**src/rtl/hazard_if.sv**
```systemverilog
// Hazard-control bundle between the pipeline datapath (master) and hazard_unit (slave).
// Carries the decode/execute register indices in, and the forward/stall/flush controls out.
interface hazard_if #(
  parameter int op_width          = 5,
  parameter int forward_sel_width = 2,
  parameter int cnt_width         = 16
);
  logic [op_width-1:0]          rs_d;
  logic [op_width-1:0]          rt_d;
  logic [op_width-1:0]          rs_e;
  logic [op_width-1:0]          rt_e;
  logic [op_width-1:0]          write_reg_e;
  logic                         reg_write_e;
  logic                         mem_to_reg_e;
  logic                         branch_d;
  logic [forward_sel_width-1:0] forward_ae;
  logic [forward_sel_width-1:0] forward_be;
  logic                         forward_ad;
  logic                         forward_bd;
  logic                         stall_f;
  logic                         stall_d;
  logic                         flush_e;
  logic [cnt_width-1:0]         stall_cycles;

  modport master (
    output rs_d, rt_d, rs_e, rt_e, write_reg_e, reg_write_e, mem_to_reg_e, branch_d,
    input  forward_ae, forward_be, forward_ad, forward_bd, stall_f, stall_d, flush_e,
           stall_cycles
  );

  modport slave (
    input  rs_d, rt_d, rs_e, rt_e, write_reg_e, reg_write_e, mem_to_reg_e, branch_d,
    output forward_ae, forward_be, forward_ad, forward_bd, stall_f, stall_d, flush_e,
           stall_cycles
  );
endinterface

```
**src/rtl/hazard_unit.sv**
```systemverilog
// MIPS 5-stage hazard controller: E-stage forwarding, load-use stall/flush, stall counter.
// Optional decode-branch forwarding/stall enabled by defining HAZARD_BRANCH_FWD_EN.
module hazard_unit #(
  parameter int op_width          = 5,
  parameter int forward_sel_width = 2,
  parameter int cnt_width         = 16
) (
  input  logic     clk,
  input  logic     rst_n,
  hazard_if.slave  hz
);

  localparam logic [forward_sel_width-1:0] sel_rf  = forward_sel_width'(2'b00);
  localparam logic [forward_sel_width-1:0] sel_wb  = forward_sel_width'(2'b01);
  localparam logic [forward_sel_width-1:0] sel_mem = forward_sel_width'(2'b10);
  localparam logic [op_width-1:0]          reg_zero = {op_width{1'b0}};
  localparam logic [cnt_width-1:0]         cnt_max  = {cnt_width{1'b1}};

  logic [op_width-1:0]          write_reg_m_r;
  logic                         reg_write_m_r;
  logic                         mem_to_reg_m_r;
  logic [op_width-1:0]          write_reg_w_r;
  logic                         reg_write_w_r;
  logic [cnt_width-1:0]         stall_cycles_r;

  logic                         lw_stall_s;
  logic                         branch_stall_s;
  logic                         stall_s;
  logic                         branch_fwd_a_s;
  logic                         branch_fwd_b_s;
  logic [forward_sel_width-1:0] fwd_a_s;
  logic [forward_sel_width-1:0] fwd_b_s;
  logic                         fwd_ad_s;
  logic                         fwd_bd_s;

  // The M shadow holds the newest value, so it is tested before W.
  function automatic logic [forward_sel_width-1:0] fwd_sel(
    input logic [op_width-1:0] src,
    input logic [op_width-1:0] wr_m,
    input logic                rw_m,
    input logic [op_width-1:0] wr_w,
    input logic                rw_w
  );
    logic [forward_sel_width-1:0] sel;
    if ((src != reg_zero) && (src == wr_m) && rw_m) begin
      sel = sel_mem;
    end else if ((src != reg_zero) && (src == wr_w) && rw_w) begin
      sel = sel_wb;
    end else begin
      sel = sel_rf;
    end
    return sel;
  endfunction

  // Shadow of the M/W destination bits, advancing every edge regardless of stall.
  always_ff @(posedge clk or negedge rst_n) begin
    if (!rst_n) begin
      write_reg_m_r  <= reg_zero;
      reg_write_m_r  <= 1'b0;
      mem_to_reg_m_r <= 1'b0;
      write_reg_w_r  <= reg_zero;
      reg_write_w_r  <= 1'b0;
    end else begin
      write_reg_m_r  <= hz.write_reg_e;
      reg_write_m_r  <= hz.reg_write_e;
      mem_to_reg_m_r <= hz.mem_to_reg_e;
      write_reg_w_r  <= write_reg_m_r;
      reg_write_w_r  <= reg_write_m_r;
    end
  end

`ifdef HAZARD_BRANCH_FWD_EN
  // Branch compare in decode needs the ALU result from M, and must wait on E writers and M loads.
  always_comb begin
    branch_fwd_a_s = (hz.rs_d != reg_zero) && (hz.rs_d == write_reg_m_r) && reg_write_m_r;
    branch_fwd_b_s = (hz.rt_d != reg_zero) && (hz.rt_d == write_reg_m_r) && reg_write_m_r;
    branch_stall_s = hz.branch_d &&
                     ((hz.reg_write_e && (hz.write_reg_e != reg_zero) &&
                       ((hz.write_reg_e == hz.rs_d) || (hz.write_reg_e == hz.rt_d))) ||
                      (mem_to_reg_m_r && (write_reg_m_r != reg_zero) &&
                       ((write_reg_m_r == hz.rs_d) || (write_reg_m_r == hz.rt_d))));
  end
`else
  logic unused_branch_s;
  assign unused_branch_s = hz.branch_d | mem_to_reg_m_r;
  assign branch_fwd_a_s  = 1'b0;
  assign branch_fwd_b_s  = 1'b0;
  assign branch_stall_s  = 1'b0;
`endif

  // Forward selects and stall/flush; everything is forced low while reset is held.
  always_comb begin
    lw_stall_s = hz.mem_to_reg_e && hz.reg_write_e && (hz.write_reg_e != reg_zero) &&
                 ((hz.write_reg_e == hz.rs_d) || (hz.write_reg_e == hz.rt_d));
    if (rst_n) begin
      stall_s  = lw_stall_s | branch_stall_s;
      fwd_a_s  = fwd_sel(hz.rs_e, write_reg_m_r, reg_write_m_r, write_reg_w_r, reg_write_w_r);
      fwd_b_s  = fwd_sel(hz.rt_e, write_reg_m_r, reg_write_m_r, write_reg_w_r, reg_write_w_r);
      fwd_ad_s = branch_fwd_a_s;
      fwd_bd_s = branch_fwd_b_s;
    end else begin
      stall_s  = 1'b0;
      fwd_a_s  = sel_rf;
      fwd_b_s  = sel_rf;
      fwd_ad_s = 1'b0;
      fwd_bd_s = 1'b0;
    end
  end

  // Saturating count of stalled cycles for performance debug.
  always_ff @(posedge clk or negedge rst_n) begin
    if (!rst_n) begin
      stall_cycles_r <= {cnt_width{1'b0}};
    end else if (stall_s && (stall_cycles_r != cnt_max)) begin
      stall_cycles_r <= stall_cycles_r + {{(cnt_width-1){1'b0}}, 1'b1};
    end else begin
      stall_cycles_r <= stall_cycles_r;
    end
  end

  assign hz.forward_ae   = fwd_a_s;
  assign hz.forward_be   = fwd_b_s;
  assign hz.forward_ad   = fwd_ad_s;
  assign hz.forward_bd   = fwd_bd_s;
  assign hz.stall_f      = stall_s;
  assign hz.stall_d      = stall_s;
  assign hz.flush_e      = stall_s;
  assign hz.stall_cycles = stall_cycles_r;

endmodule

```
**src/flat_wrapper.sv**
```systemverilog
// flat-port wrapper written by rule: the top's interface ports become plain ports
module hazard_unit_flat 
#(
  parameter int op_width          = 5,
  parameter int forward_sel_width = 2,
  parameter int cnt_width         = 16
)
  (clk, rst_n, hz_rs_d, hz_rt_d, hz_rs_e, hz_rt_e, hz_write_reg_e, hz_reg_write_e, hz_mem_to_reg_e, hz_branch_d, hz_forward_ae, hz_forward_be, hz_forward_ad, hz_forward_bd, hz_stall_f, hz_stall_d, hz_flush_e, hz_stall_cycles);
  hazard_if #(.op_width(op_width), .forward_sel_width(forward_sel_width), .cnt_width(cnt_width)) hz_i ();
  input  logic clk;
  input  logic rst_n;
  input wire logic [$bits(hz_i.rs_d)-1:0] hz_rs_d;
  input wire logic [$bits(hz_i.rt_d)-1:0] hz_rt_d;
  input wire logic [$bits(hz_i.rs_e)-1:0] hz_rs_e;
  input wire logic [$bits(hz_i.rt_e)-1:0] hz_rt_e;
  input wire logic [$bits(hz_i.write_reg_e)-1:0] hz_write_reg_e;
  input wire logic [$bits(hz_i.reg_write_e)-1:0] hz_reg_write_e;
  input wire logic [$bits(hz_i.mem_to_reg_e)-1:0] hz_mem_to_reg_e;
  input wire logic [$bits(hz_i.branch_d)-1:0] hz_branch_d;
  output wire logic [$bits(hz_i.forward_ae)-1:0] hz_forward_ae;
  output wire logic [$bits(hz_i.forward_be)-1:0] hz_forward_be;
  output wire logic [$bits(hz_i.forward_ad)-1:0] hz_forward_ad;
  output wire logic [$bits(hz_i.forward_bd)-1:0] hz_forward_bd;
  output wire logic [$bits(hz_i.stall_f)-1:0] hz_stall_f;
  output wire logic [$bits(hz_i.stall_d)-1:0] hz_stall_d;
  output wire logic [$bits(hz_i.flush_e)-1:0] hz_flush_e;
  output wire logic [$bits(hz_i.stall_cycles)-1:0] hz_stall_cycles;
  assign hz_i.rs_d = hz_rs_d;
  assign hz_i.rt_d = hz_rt_d;
  assign hz_i.rs_e = hz_rs_e;
  assign hz_i.rt_e = hz_rt_e;
  assign hz_i.write_reg_e = hz_write_reg_e;
  assign hz_i.reg_write_e = hz_reg_write_e;
  assign hz_i.mem_to_reg_e = hz_mem_to_reg_e;
  assign hz_i.branch_d = hz_branch_d;
  assign hz_forward_ae = hz_i.forward_ae;
  assign hz_forward_be = hz_i.forward_be;
  assign hz_forward_ad = hz_i.forward_ad;
  assign hz_forward_bd = hz_i.forward_bd;
  assign hz_stall_f = hz_i.stall_f;
  assign hz_stall_d = hz_i.stall_d;
  assign hz_flush_e = hz_i.flush_e;
  assign hz_stall_cycles = hz_i.stall_cycles;
  hazard_unit #(.op_width(op_width), .forward_sel_width(forward_sel_width), .cnt_width(cnt_width)) u_core (.clk(clk), .rst_n(rst_n), .hz(hz_i));
endmodule
```
**config.mk**
```make
export PLATFORM = sky130hd
export DESIGN_NAME = hazard_unit_flat
export DESIGN_NICKNAME = d
export VERILOG_FILES = /design/src/rtl/hazard_if.sv /design/src/rtl/hazard_unit.sv /design/src/flat_wrapper.sv
export SDC_FILE = /design/constraint.sdc
export NUM_CORES = 1
export LEC_CHECK = 0
export ABC_AREA = 1
export CORE_UTILIZATION = 53
export CTS_BUF_LIST = sky130_fd_sc_hd__clkbuf_4 sky130_fd_sc_hd__clkbuf_8
export DETAILED_ROUTE_END_ITERATION = 8
export PLACE_DENSITY = 0.93
export SETUP_SLACK_MARGIN = 0.02
export SLEW_MARGIN = 10
export SYNTH_ARGS = -nofsm -noshare
export SYNTH_HDL_FRONTEND = slang
export SYNTH_SLANG_ARGS = --single-unit
export TNS_END_PERCENT = 20
```
**constraint.sdc**
```tcl
create_clock -name clk -period 3.9 [get_ports clk]
set_input_delay 0.78 -clock clk [delete_from_list [all_inputs] [get_ports clk]]
set_output_delay 0.78 -clock clk [all_outputs]
set_load 0.005 [all_outputs]
```
**After elaboration in Yosys (flattened, before gate mapping)**

Cells that the tools add are included.

- Register bits after elaboration: 28
- Latch bits: 0
- Bits in writable memories: 0
- ROM bits: 0
- Bits of input ports: 30
- Output and inout bits: 25
- Logic and storage cells: 36
- Memories kept: 0

- $add $sub $neg: 1
- Multipliers: 0
- Div/mod/pow operators: 0
- Magnitude comparators: 0
- Equality and inequality tests: 7
- Shifts and indexed selects: 0
- Multiplexer cells: 7
- Bitwise logic cells: 0
- Reduce and logical (&&, ||, !) cells: 16

Operator list:

| operator | count |
|---|---|
| $eq A5 B5 Y1 | 6 |
| $add A16 B1 Y16 const B | 1 |
| $ne A16 B16 Y1 const B | 1 |
| $reduce_bool A5 Y1 | 3 |
| $logic_and A1 B1 Y1 | 12 |
| $mux W2 | 4 |
| $mux W1 | 3 |
| $logic_or A1 B1 Y1 | 1 |

**Logic depth before layout (Yosys ltp)**

- Word-level depth: 6
- Gate-level depth with buffers: 10
- Mapped depth without buffers: 9

**Least setup slack after synthesis**

No wires, ideal clock.

- Path kind: input to output
- Start: input hz_write_reg_e[4]
- End: output hz_stall_d
- Arrival: 1.478 ns
- Setup slack: 1.642 ns
- Cell stages on the path: 7
- Path through: inv_2 nand2_1 nand2_1 nor2_1 nand3_1 a21oi_1 buf_4

- Longest elaborated chain between the ends: 4

RTL lines:

| item | RTL line | source |
|---|---|---|
| start: declaration | flat_wrapper.sv:16 | `input wire logic [$bits(hz_i.write_reg_e)-1:0] hz_write_reg_e;` |
| $eq A5 B5 Y1 or $reduce_bool A5 Y1 (tied branches) | hazard_unit.sv:94, hazard_unit.sv:93 |  |
| $logic_or A1 B1 Y1 or $logic_and A1 B1 Y1 (tied branches) | hazard_unit.sv:94, hazard_unit.sv:93 |  |
| $logic_and A1 B1 Y1 (*) | hazard_unit.sv:93 | `lw_stall_s = hz.mem_to_reg_e && hz.reg_write_e && (hz.write_reg_e != reg_zero) &&` |
| $mux W1 (*) | hazard_unit.sv:95 | `if (rst_n) begin` |
| end: declaration | flat_wrapper.sv:25 | `output wire logic [$bits(hz_i.stall_d)-1:0] hz_stall_d;` |

Every way passes the cells marked *; elsewhere a longest branch is shown, timed or not.

**Final worst setup path**

Ends and elaborated chain as after synthesis.

==> results.py <==
metrics = {
    "clocking": {
        "cts_tree": "done",
        "cts_made_buffers": 3,
        "postCtsSetupBuffers": 0,
        "cts_htree_levels": 1,
        "cts_hold_buffers": 0,
        "post_cts_resized": 0,
        "root_buffer": "clkbuf_4",
        "clock-sinks": 28,
        "cts.path.max_buffers": 2,
        "path_clk_slew_ps": 130,
        "insertion_delay_ps": 330,
    },
    "setup_path": {
        "worst_ep_arrival_time_ps": 2520,
        "critPathLaunch": "hz_write_reg_e[4]",
        "worstPathMaxFanout": 5,
        "crit_path_max_incr_delay_ps": 570,
        "critPathBufInv": 3,
        "cp-start-kind": "primary input",
        "crit_slowest_cell": "clkdlybuf4s50_1",
        "critical_path_class": "in2out",
        "r2r_start": "u_core.hz.stall_cycles[0]$_DFFE_PN0P_",
        "cp.required_ps": 3120,
        "path_cells": "clkdlybuf4s50_1 > inv_2 > nand2_1 > nand2_1 > nor2_1 > nand3_1 > a21oi_1 > clkdlybuf4s50_1",
        "cp-end-kind": "output port",
        "critical_path.top_delay_family": "buffers and inverters",
    },
    "route": {
        "wirelength_um": 4300,
        "drt_first_iter_violations": 130,
        "drt-vias-per-instance": 5.23,
        "ant_nets": 0,
        "routedWlPerCell_um": 11.4,
        "wl_met1_um": 1950,
        "drc": 0,
        "top_layer": "met4",
        "dr_wl_met3_um": 183,
        "dr_total_vias": 1972,
        "met2_length_um": 2100,
        "first_pass_iters": 4,
    },
    "power_and_ir_drop": {
        "finalPower_uw": 549,
        "pwr-share-comb_pct": 20.8,
        "pwr-share-seq_pct": 57.9,
        "power_density_mw_per_mm2": 220,
        "leakagePower_nw": 1.21,
        "power.clock.fraction_pct": 21.3,
        "swShare_pct": 27.6,
        "power.switching_uw": 152,
        "vdd_drop_max_v": 0.000133,
        "p_int_uw": 397,
    },
    "cells_and_area": {
        "fill_cells": 276,
        "multiInputGateArea_sq_mm": 0.00103,
        "drive_gt1_share_pct": 5.44,
        "seqCellArea_sq_um": 701,
        "nets": 364,
        "fin_cells": 377,
        "syn_to_final_growth_pct": 29.1,
        "insertedDiodeCount": 0,
    },
    "timing": {
        "hold_viol": 0,
        "setup_ws_ps": 605,
        "rsz0062_at_grt": "false",
        "min_period_ps": 3300,
        "finalSetupViolations": 0,
        "finalClockSkew_ps": 4.61,
        "drv_slew": 0,
        "clock.fmax_mhz": 303,
        "fin_crit_sh_pct": 84.5,
        "final.setup.tns_ps": 0,
    },
    "synth": {
        "synth_cells": 281,
        "synth.distinct_cells": 34,
        "ys.warnings.count": 0,
        "yosysSeqAreaShare_pct": 36.2,
        "synth_top_area_share_pct": 36.2,
        "synth_area_sq_mm": 0.00193,
        "synth_top_cell_by_area": "dfrtp_1",
        "ys_seq_elements": 28,
        "synth_area_leaders": "dfrtp_1, nand2_1, nand4_1",
        "avgSynthCellArea_sq_um": 6.88,
    },
    "floorplanning": {
        "die_area_sq_mm": 0.00389,
        "rows": 21,
        "initial_utilization_pct": 56.6,
        "core_sq_mm": 0.00342,
        "die_x_um": 62.4,
        "ioPinCount": 55,
        "dieHeight_um": 62.4,
    },
    "global_routing": {
        "antenna_found_initial": 0,
        "grt_pass1_wl_um": 7500,
        "grt_pass1_vias": 1791,
        "grt_max_degree": 19,
        "grt_usage_pct": 24.0,
        "overflow": 0,
    },
    "place": {
        "dp_cells": 374,
        "dpl.hpwl_um": 3420,
        "gp_congestion": 0.915,
        "port_buffers": 51,
        "place_ws_ps": 605,
    },
    "job": {
        "cap_violations": 0,
    },
    "hold_path": {
        "worstHoldStart": "u_core.reg_write_m_r$_DFF_PN0_",
        "min_path_type": "reg2reg",
    },
    "run_status": {
        "status": "complete, no violations",
    },
}
-- cell usage in the layout (no fill, tap or decap), drive strengths merged, types with 2 or more instances in the layout --
cell type	synthesis	layout
inv	38	38
nor3	4	4
nor2	29	29
nand3	14	14
xnor2	6	6
a21oi	8	8
conb	1	2
o22ai	2	2
xor2	10	10
clkdlybuf4s50	0	51
dfrtp	28	28
nand2	94	94
nand4	26	26
clkbuf	0	3
o21ai	3	3
buf	8	3
-- synth_stat cells (all sizes together) --
cell	count
o22ai	2
nand2	94
xnor2	6
inv	38
nor3	4
o211a	1
nor4	1
nor3b	1
xor2	10
o21bai	1
o21ai	3
ha	1
a21oi	8
nand3	14
conb	1
nor2b	1
buf	8
clkinv	1
and3	1
nand4	26
nand3b	1
o2111ai	1
dfrtp	28
nor2	29
-- worst paths after layout --
| path | endpoint | slack (ps) | cells after the start |
|---|---|---|---|
| max in group asynchronous | u_core.write_reg_m_r[4]$_DFF_PN0_ | 2860 | 2 |
| setup reg to reg | u_core.hz.stall_cycles[11]$_DFFE_PN0P_ | 2100 | 9 |
| hold reg to reg | u_core.reg_write_w_r$_DFF_PN0_ | 430 | 0 |
| hold / removal | u_core.reg_write_w_r$_DFF_PN0_ | 430 | 0 |
| setup / recovery | hz_stall_d | 600 | 8 |
| min in group asynchronous | u_core.write_reg_w_r[0]$_DFF_PN0_ | 860 | 2 |
-- area by class of cell --
cell class                 instances  share of cell area (%)
clock buffer                       3                   0.903
inverter                          39                    5.87
multi-input combinational        207                    41.5
sequential                        28                    28.1
tap                               46                    2.31
timing repair buffer              54                    21.4
-- stage by stage --
step                      hold slack [ps]  area, sq um  util (%)
after floorplan                       367         1940         -
after global placement                402         2470      72.4
after detailed placement              401         2470      72.4
after CTS                             431         2490      73.0
after global routing                  450         2490      73.0
final                                 433         2490      73.0
-- registers in the layout, summed over array words and instances (netlist names) --
signal and cells:
u_core.hz.stall_cycles 16, u_core.write_reg_m_r 5, u_core.write_reg_w_r 5, u_core.reg_write_m_r 1, u_core.reg_write_w_r 1
-- per-layer routing --
layer	up-vias	global-route usage, %
met5	-	0
met4	0	8.72
met3	7	2.37
met2	59	42.7
met1	907	30.2
li1	999	-
-- kinds of logic (layout without fill, tap and decap cells) --
| family | count (synthesis) | count (layout) | share of synthesized area [%] |
|---|---|---|---|
| other cells | 1 | 2 | 0.194 |
| xor+xnor | 16 | 16 | 7.25 |
| flops | 28 | 28 | 36.2 |
| buf+inv | 47 | 96 | 10.4 |
| compound gates | 16 | 16 | 4.85 |
| simple gates | 172 | 172 | 40.4 |
| fa+ha+maj | 1 | 1 | 0.647 |
-- power by group through the flow --
| stage | clock, mW | combinational [mW] | sequential (mW) |
|---|---|---|---|
| 6_report | 0.117 | 0.114 | 0.318 |
| 5_1_grt | 0.132 | 0.127 | 0.321 |
| 4_1_cts | 0.119 | 0.115 | 0.317 |
| 3_5_place_dp | 0 | 0.114 | 0.323 |
| 3_3_place_gp | 0 | 0.109 | 0.322 |
| 2_1_floorplan | 0 | 0.0513 | 0.319 |
No activity file was read; power rests on OpenSTA's default activity.
